[src/rtl/dm_pkg.sv]
// Shared constants for the dm_arb2 data-memory arbiter: requester ID width,
// legal read-latency range, lock-state encoding and the winner-select helper.
package dm_pkg;

  localparam int ID_W       = 1;
  localparam int RD_LAT_MIN = 1;
  localparam int RD_LAT_MAX = 4;

  localparam logic [1:0] LK_UNLOCKED = 2'd0;
  localparam logic [1:0] LK_LOCKED0  = 2'd1;
  localparam logic [1:0] LK_LOCKED1  = 2'd2;

  // A lone requester always wins; on contention the priority pointer decides.
  function automatic logic [ID_W-1:0] pick_winner(input logic req0,
                                                  input logic req1,
                                                  input logic prio);
    logic [ID_W-1:0] w;
    w = 1'b0;
    if (req1 && !req0)
      w = 1'b1;
    else if (req0 && req1)
      w = prio;
    return w;
  endfunction

endpackage

[src/rtl/dm_rd_track.sv]
// Read-return tracker: an RD_LAT-deep {valid, id} shift register that tags
// each accepted read with its requester, so returning memory data can be
// steered to the requester that issued it. Shifts every cycle.
module dm_rd_track
  import dm_pkg::*;
#(
  parameter int RD_LAT = 1
) (
  input  logic            clk,
  input  logic            rst,
  input  logic            in_v,
  input  logic [ID_W-1:0] in_id,
  output logic            r0_rvalid,
  output logic            r1_rvalid
);

  logic [RD_LAT-1:0] v_pipe;
  logic [ID_W-1:0]   id_pipe [RD_LAT];

  // Valid bits are control state and are cleared on reset, dropping in-flight reads.
  always_ff @(posedge clk) begin
    if (rst) begin
      v_pipe <= '0;
    end else begin
      v_pipe[0] <= in_v;
      for (int i = 1; i < RD_LAT; i++)
        v_pipe[i] <= v_pipe[i-1];
    end
  end

  // Requester tags ride alongside the valid bits; they are meaningless when v=0.
  always_ff @(posedge clk) begin
    id_pipe[0] <= in_id;
    for (int i = 1; i < RD_LAT; i++)
      id_pipe[i] <= id_pipe[i-1];
  end

  // --- last stage: decode the tag into per-requester valids
  assign r0_rvalid = ~rst & v_pipe[RD_LAT-1] & (id_pipe[RD_LAT-1] == 1'b0);
  assign r1_rvalid = ~rst & v_pipe[RD_LAT-1] & (id_pipe[RD_LAT-1] == 1'b1);

endmodule

[src/rtl/dm_arb2.sv]
// dm_arb2: two-requester round-robin arbiter in front of one data-memory port.
// Zero-cycle grant, honours mem_bsy back-pressure, and routes read data back
// to the issuing requester after RD_LAT cycles (RD_LAT legal range 1..4).
// Optional feature: define DM_ARB2_LOCK_EN to add r0_lock/r1_lock, which let a
// requester hold the port for a locked burst of transfers.
module dm_arb2
  import dm_pkg::*;
#(
  parameter int W      = 16,
  parameter int AW     = 10,
  parameter int RD_LAT = 1
) (
  input  logic          clk,
  input  logic          rst,
  input  logic          r0_req,
  input  logic          r0_we,
  input  logic [AW-1:0] r0_addr,
  input  logic [W-1:0]  r0_wdata,
  output logic          r0_gnt,
  output logic          r0_rvalid,
  output logic [W-1:0]  r0_rdata,
  input  logic          r1_req,
  input  logic          r1_we,
  input  logic [AW-1:0] r1_addr,
  input  logic [W-1:0]  r1_wdata,
  output logic          r1_gnt,
  output logic          r1_rvalid,
  output logic [W-1:0]  r1_rdata,
`ifdef DM_ARB2_LOCK_EN
  input  logic          r0_lock,
  input  logic          r1_lock,
`endif
  output logic          mem_req,
  output logic          mem_we,
  output logic [AW-1:0] mem_addr,
  output logic [W-1:0]  mem_wdata,
  input  logic [W-1:0]  mem_rdata,
  input  logic          mem_bsy
);

  logic            prio;
  logic [ID_W-1:0] winner;
  logic            elig0;
  logic            elig1;
  logic            accepted;

`ifdef DM_ARB2_LOCK_EN
  logic [1:0] lk_state;

  // While locked to one requester the other one is invisible to arbitration.
  assign elig0 = r0_req & (lk_state != LK_LOCKED1);
  assign elig1 = r1_req & (lk_state != LK_LOCKED0);
`else
  assign elig0 = r0_req;
  assign elig1 = r1_req;
`endif

  assign winner = pick_winner(elig0, elig1, prio);

  // --- request stage: combinational mux toward memory and grant decision
  assign mem_req   = elig0 | elig1;
  assign mem_we    = (winner == 1'b1) ? (elig1 & r1_we) : (elig0 & r0_we);
  assign mem_addr  = (winner == 1'b1) ? r1_addr  : r0_addr;
  assign mem_wdata = (winner == 1'b1) ? r1_wdata : r0_wdata;

  assign r0_gnt   = ~rst & ~mem_bsy & elig0 & (winner == 1'b0);
  assign r1_gnt   = ~rst & ~mem_bsy & elig1 & (winner == 1'b1);
  assign accepted = r0_gnt | r1_gnt;

  // Loser of an accepted transfer gets priority next; idle/busy cycles hold it.
  // Inside a lock the winner is always the owner, so this leaves prio = ~owner.
  always_ff @(posedge clk) begin
    if (rst)
      prio <= 1'b0;
    else if (accepted)
      prio <= ~winner[0];
  end

`ifdef DM_ARB2_LOCK_EN
  // Lock FSM: enter on a granted transfer with lock=1, leave on the owner's
  // first granted transfer with lock=0.
  always_ff @(posedge clk) begin
    if (rst) begin
      lk_state <= LK_UNLOCKED;
    end else begin
      case (lk_state)
        LK_UNLOCKED: begin
          if (r0_gnt && r0_lock)
            lk_state <= LK_LOCKED0;
          else if (r1_gnt && r1_lock)
            lk_state <= LK_LOCKED1;
        end
        LK_LOCKED0: if (r0_gnt && !r0_lock) lk_state <= LK_UNLOCKED;
        LK_LOCKED1: if (r1_gnt && !r1_lock) lk_state <= LK_UNLOCKED;
        default:    lk_state <= LK_UNLOCKED;
      endcase
    end
  end
`endif

  // --- return stage: latency-matched tag pipe steers mem_rdata
  dm_rd_track #(
    .RD_LAT (RD_LAT)
  ) u_rd_track (
    .clk       (clk),
    .rst       (rst),
    .in_v      (accepted & ~mem_we),
    .in_id     (winner),
    .r0_rvalid (r0_rvalid),
    .r1_rvalid (r1_rvalid)
  );

  assign r0_rdata = r0_rvalid ? mem_rdata : '0;
  assign r1_rdata = r1_rvalid ? mem_rdata : '0;

endmodule

[config.mk]
export PLATFORM = sky130hd
export DESIGN_NAME = dm_arb2
export DESIGN_NICKNAME = d
export VERILOG_FILES = /design/src/rtl/dm_pkg.sv /design/src/rtl/dm_rd_track.sv /design/src/rtl/dm_arb2.sv
export SDC_FILE = /design/constraint.sdc
export NUM_CORES = 1
export LEC_CHECK = 0
export CAP_MARGIN = 20
export CORE_MARGIN = 3
export CORE_UTILIZATION = 21
export CTS_CLUSTER_DIAMETER = 80
export DETAILED_ROUTE_END_ITERATION = 12
export PLACE_DENSITY = 0.93
export SLEW_MARGIN = 20
export SYNTH_ARGS = -nofsm -noshare
export SYNTH_HDL_FRONTEND = slang
export SYNTH_SLANG_ARGS = --single-unit
[constraint.sdc]
create_clock -name clk -period 3.5 [get_ports clk]
set_input_delay 0.7 -clock clk [delete_from_list [all_inputs] [get_ports clk]]
set_output_delay 0.7 -clock clk [all_outputs]
set_load 0.02 [all_outputs]
; Word level (Yosys, flattened, before mapping)
; Memory sizes are Yosys's and may differ from the RTL's.
; Cells that the tools add are included.
[op_classes]
n_mux = 7
bitwise = 18
reduce_logical = 3
[ops]
columns = operator, count
row1 = $mux 16, 3
row2 = $and 1x1->1, 11
row3 = $mux 10, 1
row4 = $not 1->1, 5
row5 = $mux 1, 3
row6 = $logic_and 1x1->1, 2
row7 = $or 1x1->1, 2
row8 = $logic_not 1->1, 1
[word_totals]
regBits = 2
mem_bits_rw = 1
inputBits = 75
out_inout_bits = 64
wordCells = 31
mem_count = 1
[memory_table]
columns = memory, words, width, read_ports, rd_clocked_by_memory_dff, wr, line
row1 = u_rd_track.id_pipe, 1, 1, 1, 0, 1, dm_rd_track.sv:18  ; logic [ID_W-1:0] id_pipe [RD_LAT];

; Depth between registers and ports, before layout
; Gate-level depths: netlist (run 1).
[depth]
depth_word = 7
mapped_depth = 5

; Cells and area by module
; From an unflattened synthesis (run 1), not the netlist that was laid out.
[unflattened]
hier_cells = 85
area_unflattened_um2 = 813.3
[by_module_without_submodules]
columns = mod, instances, cells_each, area_each_um2, seq_area_each_um2
row1 = dm_arb2, 1, 80, 750.7, 20.0
row2 = dm_rd_track, 1, 5, 62.6, 40.0

; Worst setup path after synthesis (run 1)
; No wires, ideal clock.
[synth_path]
kind = input-to-output
from = input r0_req
to = output mem_we
arrival_ps = 1539
setup_slack_ps = 1261
path_stages = 5
cell_sequence = nand2b_1 -> nand2_2 -> buf_6 -> inv_1 -> o21ai_0
[synth_via]
elab_chain_cells = 4
[synth_lines]
columns = item, line
row1 = from (decl), dm_arb2.sv:15  ; input logic r0_req,
row2 = $logic_and 1x1->1 or $logic_not 1->1 (tied branches), "dm_pkg.sv:21, dm_pkg.sv:19"
row3 = $mux 1 or $logic_and 1x1->1 (tied branches), "dm_pkg.sv:21, dm_pkg.sv:19"
row4 = $mux 1 (*), dm_pkg.sv:19  ; if (req1 && !req0)
row5 = via u_rd_track.in_id, dm_rd_track.sv:12  ; input logic [ID_W-1:0] in_id,
row6 = $mux 1 (*), dm_arb2.sv:62  ; assign mem_we = (winner == 1'b1) ? (elig1 & r1_we) : (elig0 & r0_we);
row7 = to (decl), dm_arb2.sv:34  ; output logic mem_we,
; Mark *: on every way through the listed nets, which the timed path passes. The rest lies on a longest branch.

; Final worst setup path (run 1)
[layout_path]
from = input rst
to = output r1_rdata[8]
[layout_via]
elab_chain_cells = 4
[layout_lines]
columns = item, line
row1 = from (decl), dm_arb2.sv:14  ; input logic rst,
row2 = $not 1->1, dm_rd_track.sv:40  ; assign r1_rvalid = ~rst & v_pipe[RD_LAT-1] & (id_pipe[RD_LAT-1] == 1'b1);
row3 = $and 1x1->1 (2 in series), dm_rd_track.sv:40
row4 = $mux 16, dm_arb2.sv:114  ; assign r1_rdata = r1_rvalid ? mem_rdata : '0;
row5 = to (decl), dm_arb2.sv:28  ; output logic [W-1:0] r1_rdata,
; Every way passes these cells.

==> results of run 1 <==
worst max-delay path, cell delays in order:
cell	delay (ns)
clkdlybuf4s50_1	0.51
and3b_1	0.53
and2_1	0.19
clkdlybuf4s50_1	0.61
registers in the layout, summed over array words and instances, names as in the netlist:
name	flops
u_rd_track.id_pipe	1
prio	1
u_rd_track.v_pipe	1
routing by layer:
metal  vias to the layer above  track usage (%)  routed length, microns
met5                         -                0                       0
met4                         0            5.277                      10
met3                         2            8.146                     472
met2                        81            31.57                    1898
met1                       501            14.82                    1101
li1                        568                -                       -
logic make-up (layout without fill, tap and decap cells):
group / after synthesis / in the layout / share of synthesized area (%)
mux: 26 / 26 / 40.62
buf+inv: 7 / 146 / 8.506
compound gates: 3 / 3 / 2.778
simple gates: 46 / 46 / 39.76
flops: 3 / 3 / 8.334
final timing paths:
path / slack (ns) / endpoint
worst min-delay path: 0.55 / prio
worst min register to register: 0.55 / prio
worst max register to register: 2.39 / u_rd_track.v_pipe
worst max-delay path: 0.26 / r1_rdata[8]
synth_stat cells:
cell type  number  share of area, %
o41ai_1         1               1.2
or2_2           1              0.87
o21ai_0         1              0.69
nor3b_2         1               1.7
nor3_1          1              0.69
dfxtp_1         3               8.3
mux2_2         23                36
clkbuf_8        1               1.9
nor2b_1         1              0.87
and3b_1         1               1.2
nand2b_1        1              0.87
and3_1          1              0.87
nand3_1         1              0.69
buf_6           3               4.7
nand4b_1        1               1.2
mux2_1          3               4.7
and2_1         32                28
nand2_2         1              0.87
o22ai_1         1              0.87
buf_2           2               1.4
inv_1           1              0.52
nand2_1         2               1.0
nor2_1          2               1.0
per-stage QoR:
step	setup WS (ns)	hold WS [ns]	area, sq um	std cells	power, mW
final	0.2571	0.5481	2161	268	0.3449
after global routing	0.1394	0.5562	2161	268	0.3695
after CTS	0.2327	0.5312	2161	268	0.3511
after detailed placement	0.2353	0.5247	2135	264	0.2858
after global placement	0.2552	0.5151	2135	264	0.2830
after floorplan	1.261	0.4733	720.7	85	0.1340
power breakdown:
group	internal (mW)	leakage [nW]	switching, mW
sequential	0.0366	0.0248	0.00124
combinational	0.157	0.793	0.0889
clock	0.0427	0.0150	0.0181
layout make-up:
| cell class | count | area [sq um] |
|---|---|---|
| Fill cell | 259 | 992.2 |
| Multi-Input combinational cell | 75 | 599.3 |
| Tap cell | 44 | 55.05 |
| Timing Repair Buffer | 141 | 1416 |
| Inverter | 1 | 3.754 |
| Sequential cell | 3 | 60.06 |
| Clock buffer | 4 | 26.28 |
==> impl_results.md, run 1 <==
- Worst hold start: prio
- Initial antenna violation count: 0
- Total Wirelength: 3483 microns
- Status: complete, no violations
- Total clock sinks: 3
- Floorplan core area: 0.003153 sq mm
- Area growth, synth to finish: 199.8%
- Endpoint kind of the worst setup timing path: output port
- Highest clock rate: 0.3084 GHz
- Post-layout min period: 3.243 ns
- Summed instance area of the synthesized netlist: 720.7 sq um
- Number of cells on the worst reg-to-reg path: 4
- Layout Nets: 300
- Most common cell after layout, fill and taps aside: clkdlybuf4s50_1
- X dimension of the die: 64.58 microns
- Quantity of I/O buffers inserted on ports: 138
- Element type at the critical path start: primary input
- Total die area: 0.004171 sq mm
- Largest fanout on the critical path: 17
- Setup repair after global routing missed its margin: false
- Number of distinct library cells after synthesis: 23
- Peak supply drop: 138.5 uV
- Vias/cell: 4.299
- Start point of the critical path: rst
- Clk_lat worst skew: 0.23 ns
- Start-to-end type of the worst setup path: in2out
- Via count: 1152
- Starting utilization of the core area: 22.86%
- Vias in the first global route: 1216
- Remaining antenna violation count after routing: 0
- Die span in y: 64.58 microns
- Number of buffers inserted to repair setup after CTS: 0
- Post-cts gate resize count: 0
- Number of levels the H-tree was split into: 1
- Final number of setup-violating endpoints: 0
- TritonCTS clock tree: yes
- Total global routing overflow: 0
- Length of the first detailed-routing pass in iterations: 4
- Worst setup skew after layout: 0.0009411 ns
- Maximum number of pins on one net before global-route repair: 22
- FP Rows: 20
- Ratio of total power to cell area: 159.6 mW/mm^2
- Min-Delay Path Depth: 2
- Post-synth net total: 160
- Antenna cell count: 0
- Sequential fraction of the synthesis area: 8.333%
- First-pass GRT wire length: 5395 microns
- Final weighted congestion in routability-driven placement: 0.8124
- Number of clock buffers inserted by TritonCTS: 3
- Number of pins with negative max-slew slack in the final report: 0
- Commonest cells after routing, fill and taps aside: 138 x clkdlybuf4s50_1, 32 x and2_1, 23 x mux2_2
- Total negative slack for setup checks: 0 ns
- Fraction of layout cells with a size suffix above 1: 14.29%
- Clock buffer depth: 2
- DRC marker count from the first detailed-route iteration: 8
- Number of remaining DRC errors: 0
- Tightest Pin Transition: 0.4255 ns
- Mapped Avg Cell Area: 8.479 sq um
- Yosys warns: 0
- Worst EP arrival: 2.54 ns
- Aggregate global-route resource usage: 16.43%
- Hold crit path type: reg2reg
- Final Core Density: 68.53%
- Fraction of the cycle the final worst path needs: 92.65%
- Max-capacitance violation count: 0
- Register bit count reported by yosys: 3
- Post-detailed-placement half-perimeter wirelength: 3133 microns
- Reg-to-reg critical path startpoint: prio
- Number of ports placed on the die boundary: 139
- Data required time of the worst path: 2.80 ns
- Mapped Cells: 85
- Post-CTS clock slew at the launch and capture registers of the worst setup and hold paths: 0.04 ns
- Static Leak: 0.8323 nW
- Average routed wire per standard cell: 13.00 microns
- Endpoints failing hold: 0
- CTS Root Cell: clkbuf_4
- Tightest slew margin relative to the limit: 71.63%
- Hold-fix buffers, CTS: 0
Note: power is estimated with default switching activity, not from simulation.
==> run 2, diff against run 1 <==
- CORE_ASPECT_RATIO: default -> 0.6
- CTS_BUF_LIST: default -> sky130_fd_sc_hd__clkbuf_4 sky130_fd_sc_hd__clkbuf_8 sky130_fd_sc_hd__clkbuf_16
- CTS_CLUSTER_DIAMETER: 80 -> default
==> impl_results.md, run 2 (same netlist as run 1, synthesis figures left out) <==
- Status: complete, no violations
- Final weighted congestion in routability-driven placement: 0.8382 (+3.2%)
- Quantity of I/O buffers inserted on ports: 138 (unchanged)
- Final instance area: 0.002188 sq mm (+1.3%)
- Number of placed instances with taps included: 263 (-0.38%)
- Worst setup skew after layout: 0.001865 ns (+0.0009234 ns)
- Initial antenna violation count: 0 (unchanged)
- Post-CTS clock slew at the launch and capture registers of the worst setup and hold paths: 0.03 ns (about the same)
- Total clock sinks: 3 (unchanged)
- Net Sw Frac: 28.77% (-2.6 points)
- X dimension of the die: 81.63 microns (+26%)
- Most common cell after layout, fill and taps aside: clkdlybuf4s50_1
- Peak supply drop: 271.8 uV (+96%)
- Most used cell, CP: clkdlybuf4s50_1
- Clock buffer depth: 2 (unchanged)
- Total negative slack for setup checks: 0 ns (unchanged)
- Final non-filler cell total: 267 (-0.37%)
- Endpoint kind of the worst setup timing path: output port
- Total die area: 0.004194 sq mm (+0.56%)
- Commonest cells after routing, fill and taps aside: 138 x clkdlybuf4s50_1, 32 x and2_1, 23 x mux2_2
- Maximum number of pins on one net before global-route repair: 24 (+9.1%)
- Combinational share of power: 63.2% (-8.2 points)
- Aggregate global-route resource usage: 16.61% (+0.18 points)
- Reg-to-reg critical path startpoint: prio
- Min-Delay Path Depth: 2 (unchanged)
- Total global routing overflow: 0 (unchanged)
- Setup repair after global routing missed its margin: false
- Registers with the highest flip-flop counts: prio: 1 flops, u_rd_track.id_pipe: 1 flops, u_rd_track.v_pipe: 1 flops
- Worst EP arrival: 2.55 ns (about the same)
- Number of pins with negative max-slew slack in the final report: 0 (unchanged)
- Ratio of total power to cell area: 179.4 mW/mm^2 (+12%)
- Number of buffers inserted to repair setup after CTS: 0 (unchanged)
- Antenna cell count: 0 (unchanged)
- Start-to-end type of the worst setup path: in2out
- Area growth, synth to finish: 203.6%
- Vias in the first global route: 1068 (-12%)
- CTS Root Cell: clkbuf_8
- Floorplan core area: 0.003059 sq mm (-3.0%)
- Number of cells on the worst reg-to-reg path: 4 (unchanged)
- DRC marker count from the first detailed-route iteration: 21 (+13)
- Tightest Pin Transition: 0.2491 ns (-0.1763 ns)
- Fraction of the cycle the final worst path needs: 92.98% (+0.33 points)
- Minimum hold slack: 0.5351 ns (-0.01309 ns)
- Net switching power figure: 0.1129 mW (+4.3%)
- CP peak stage delay: 0.55 ns (-0.06 ns)
- Number of remaining DRC errors: 0 (unchanged)
- Via count: 1107 (-3.9%)
- Hold-fix buffers, CTS: 0 (unchanged)
- Largest fanout on the critical path: 23 (+6)
- FP Rows: 15 (-25%)
- Number of clock buffers inserted by TritonCTS: 3 (unchanged)
- Data required time of the worst path: 2.80 ns (about the same)
- Share of power burned in registers: 9.7% (-1.3 points)
- Post-layout min period: 3.254 ns (+0.01141 ns)
- Cell-by-cell trace of the critical path: clkdlybuf4s50_1 > nand2b_1 > nand2_2 > buf_12 > mux2_2 > clkdlybuf4s50_1
- Clock power frac: 27.2% (+9.6 points)
- Post-cts gate resize count: 0 (unchanged)
- Total Wirelength: 3819 microns (+9.6%)
- Clk_lat worst skew: 0.21 ns (-0.02 ns)
- Worst hold endpoint: prio
- Element type at the critical path start: primary input
- Post-detailed-placement half-perimeter wirelength: 3357 microns (+7.2%)
- Vias/cell: 4.146 (-3.5%)
- Endpoints failing hold: 0 (unchanged)
- Highest clock rate: 0.3073 GHz (-0.35%)
- Layout Nets: 301 (+0.33%)
- Remaining antenna violation count after routing: 0 (unchanged)
- Hold crit path type: reg2reg
- End of the worst register-to-register path: u_rd_track.v_pipe
- Starting utilization of the core area: 23.56% (+0.70 points)
- Fraction of layout cells with a size suffix above 1: 15.11% (+0.83 points)
- Number of ports placed on the die boundary: 139 (unchanged)
- Cell area reported after detailed placement: 0.002140 sq mm (+0.23%)
- Length of the first detailed-routing pass in iterations: 4 (unchanged)
- Tightest slew margin relative to the limit: 83.34% (+12 points)
- Worst hold start: prio
- Number of levels the H-tree was split into: 1 (unchanged)
- Average routed wire per standard cell: 14.30 microns (+10%)
- Final number of setup-violating endpoints: 0 (unchanged)
- Static Leak: 0.8490 nW (+2.0%)
- Slowest cell on crit path: clkdlybuf4s50_1
- Category of cells accounting for the largest share of critical-path delay: buffers and inverters
- Combined buffer and inverter count along the critical path: 3 (+1)
- Internal Pwr Total: 0.2796 mW (+18%)
- Reg2Reg Setup Slack: 2.43 ns (+0.04 ns)
- Die span in y: 51.38 microns (-20%)
- Max-capacitance violation count: 0 (unchanged)
- First-pass GRT wire length: 5409 microns (+0.26%)
- TritonCTS clock tree: yes
[run 2: cell count changes in the layout (fill, tap and decap cells not counted)]
cell / change
clkbuf_8: +3
clkbuf_4: -2
buf_4: +1
clkbuf_1: -1
[run 2: worst register-to-register path, cell delays in order (launching register included)]
cell	delay (ns)
dfxtp_1	0.34
nand2b_1	0.15
nand2_2	0.09
buf_4	0.17
o41ai_1	0.21
[run 2: layout make-up]
| class | count | area, sq um |
|---|---|---|
| flip-flops and latches | 3 | 60.06 |
| well taps | 42 | 52.55 |
| multi-input cells | 75 | 599.3 |
| clock buffers | 4 | 48.80 |
| inverters | 1 | 3.754 |
| repair buffers | 142 | 1424 |
| fillers | 265 | 870.8 |
[run 2: power groups by stage]
stage | Combinational, mW | Clock, mW | Sequential, mW
2_1_floorplan | 0.0960 | 0 | 0.0380
3_3_place_gp | 0.245 | 0 | 0.0383
3_5_place_dp | 0.249 | 0 | 0.0383
4_1_cts | 0.250 | 0.108 | 0.0378
5_1_grt | 0.262 | 0.113 | 0.0381
6_report | 0.248 | 0.107 | 0.0380
[run 2: worst max-delay path by stage]
stage                       from      endpoint  slack [ns]  cells past startpoint
final                     r0_req  mem_wdata[3]        0.25                      6
after global routing      r0_req  mem_wdata[4]        0.17                      6
after CTS                 r0_req  mem_wdata[3]        0.25                      6
after detailed placement  r0_req   mem_addr[8]        0.26                      6
after global placement    r0_req  mem_wdata[3]        0.27                      6
after floorplan           r0_req        mem_we        1.26                      5
[run 2: through the flow]
step / worst slack [ns] / power (mW) / utilization [%]
5_1_grt: 0.1717 / 0.4135 / 71.53
3_5_place_dp: 0.2638 / 0.2871 / 69.94
6_report: 0.2457 / 0.3925 / 71.53
3_3_place_gp: 0.2748 / 0.2831 / 69.94
2_1_floorplan: 1.261 / 0.1340 / -
4_1_cts: 0.2521 / 0.3956 / 71.53
[run 2: metal layers]
metal | GRT usage (%) | part of all wire [%] | routed length (microns)
met5 | 0 | 0 | 0
met4 | 0.8287 | 0 | 0
met3 | 3.169 | 7.0 | 269
met2 | 32.43 | 55 | 2101
met1 | 19.54 | 38 | 1448
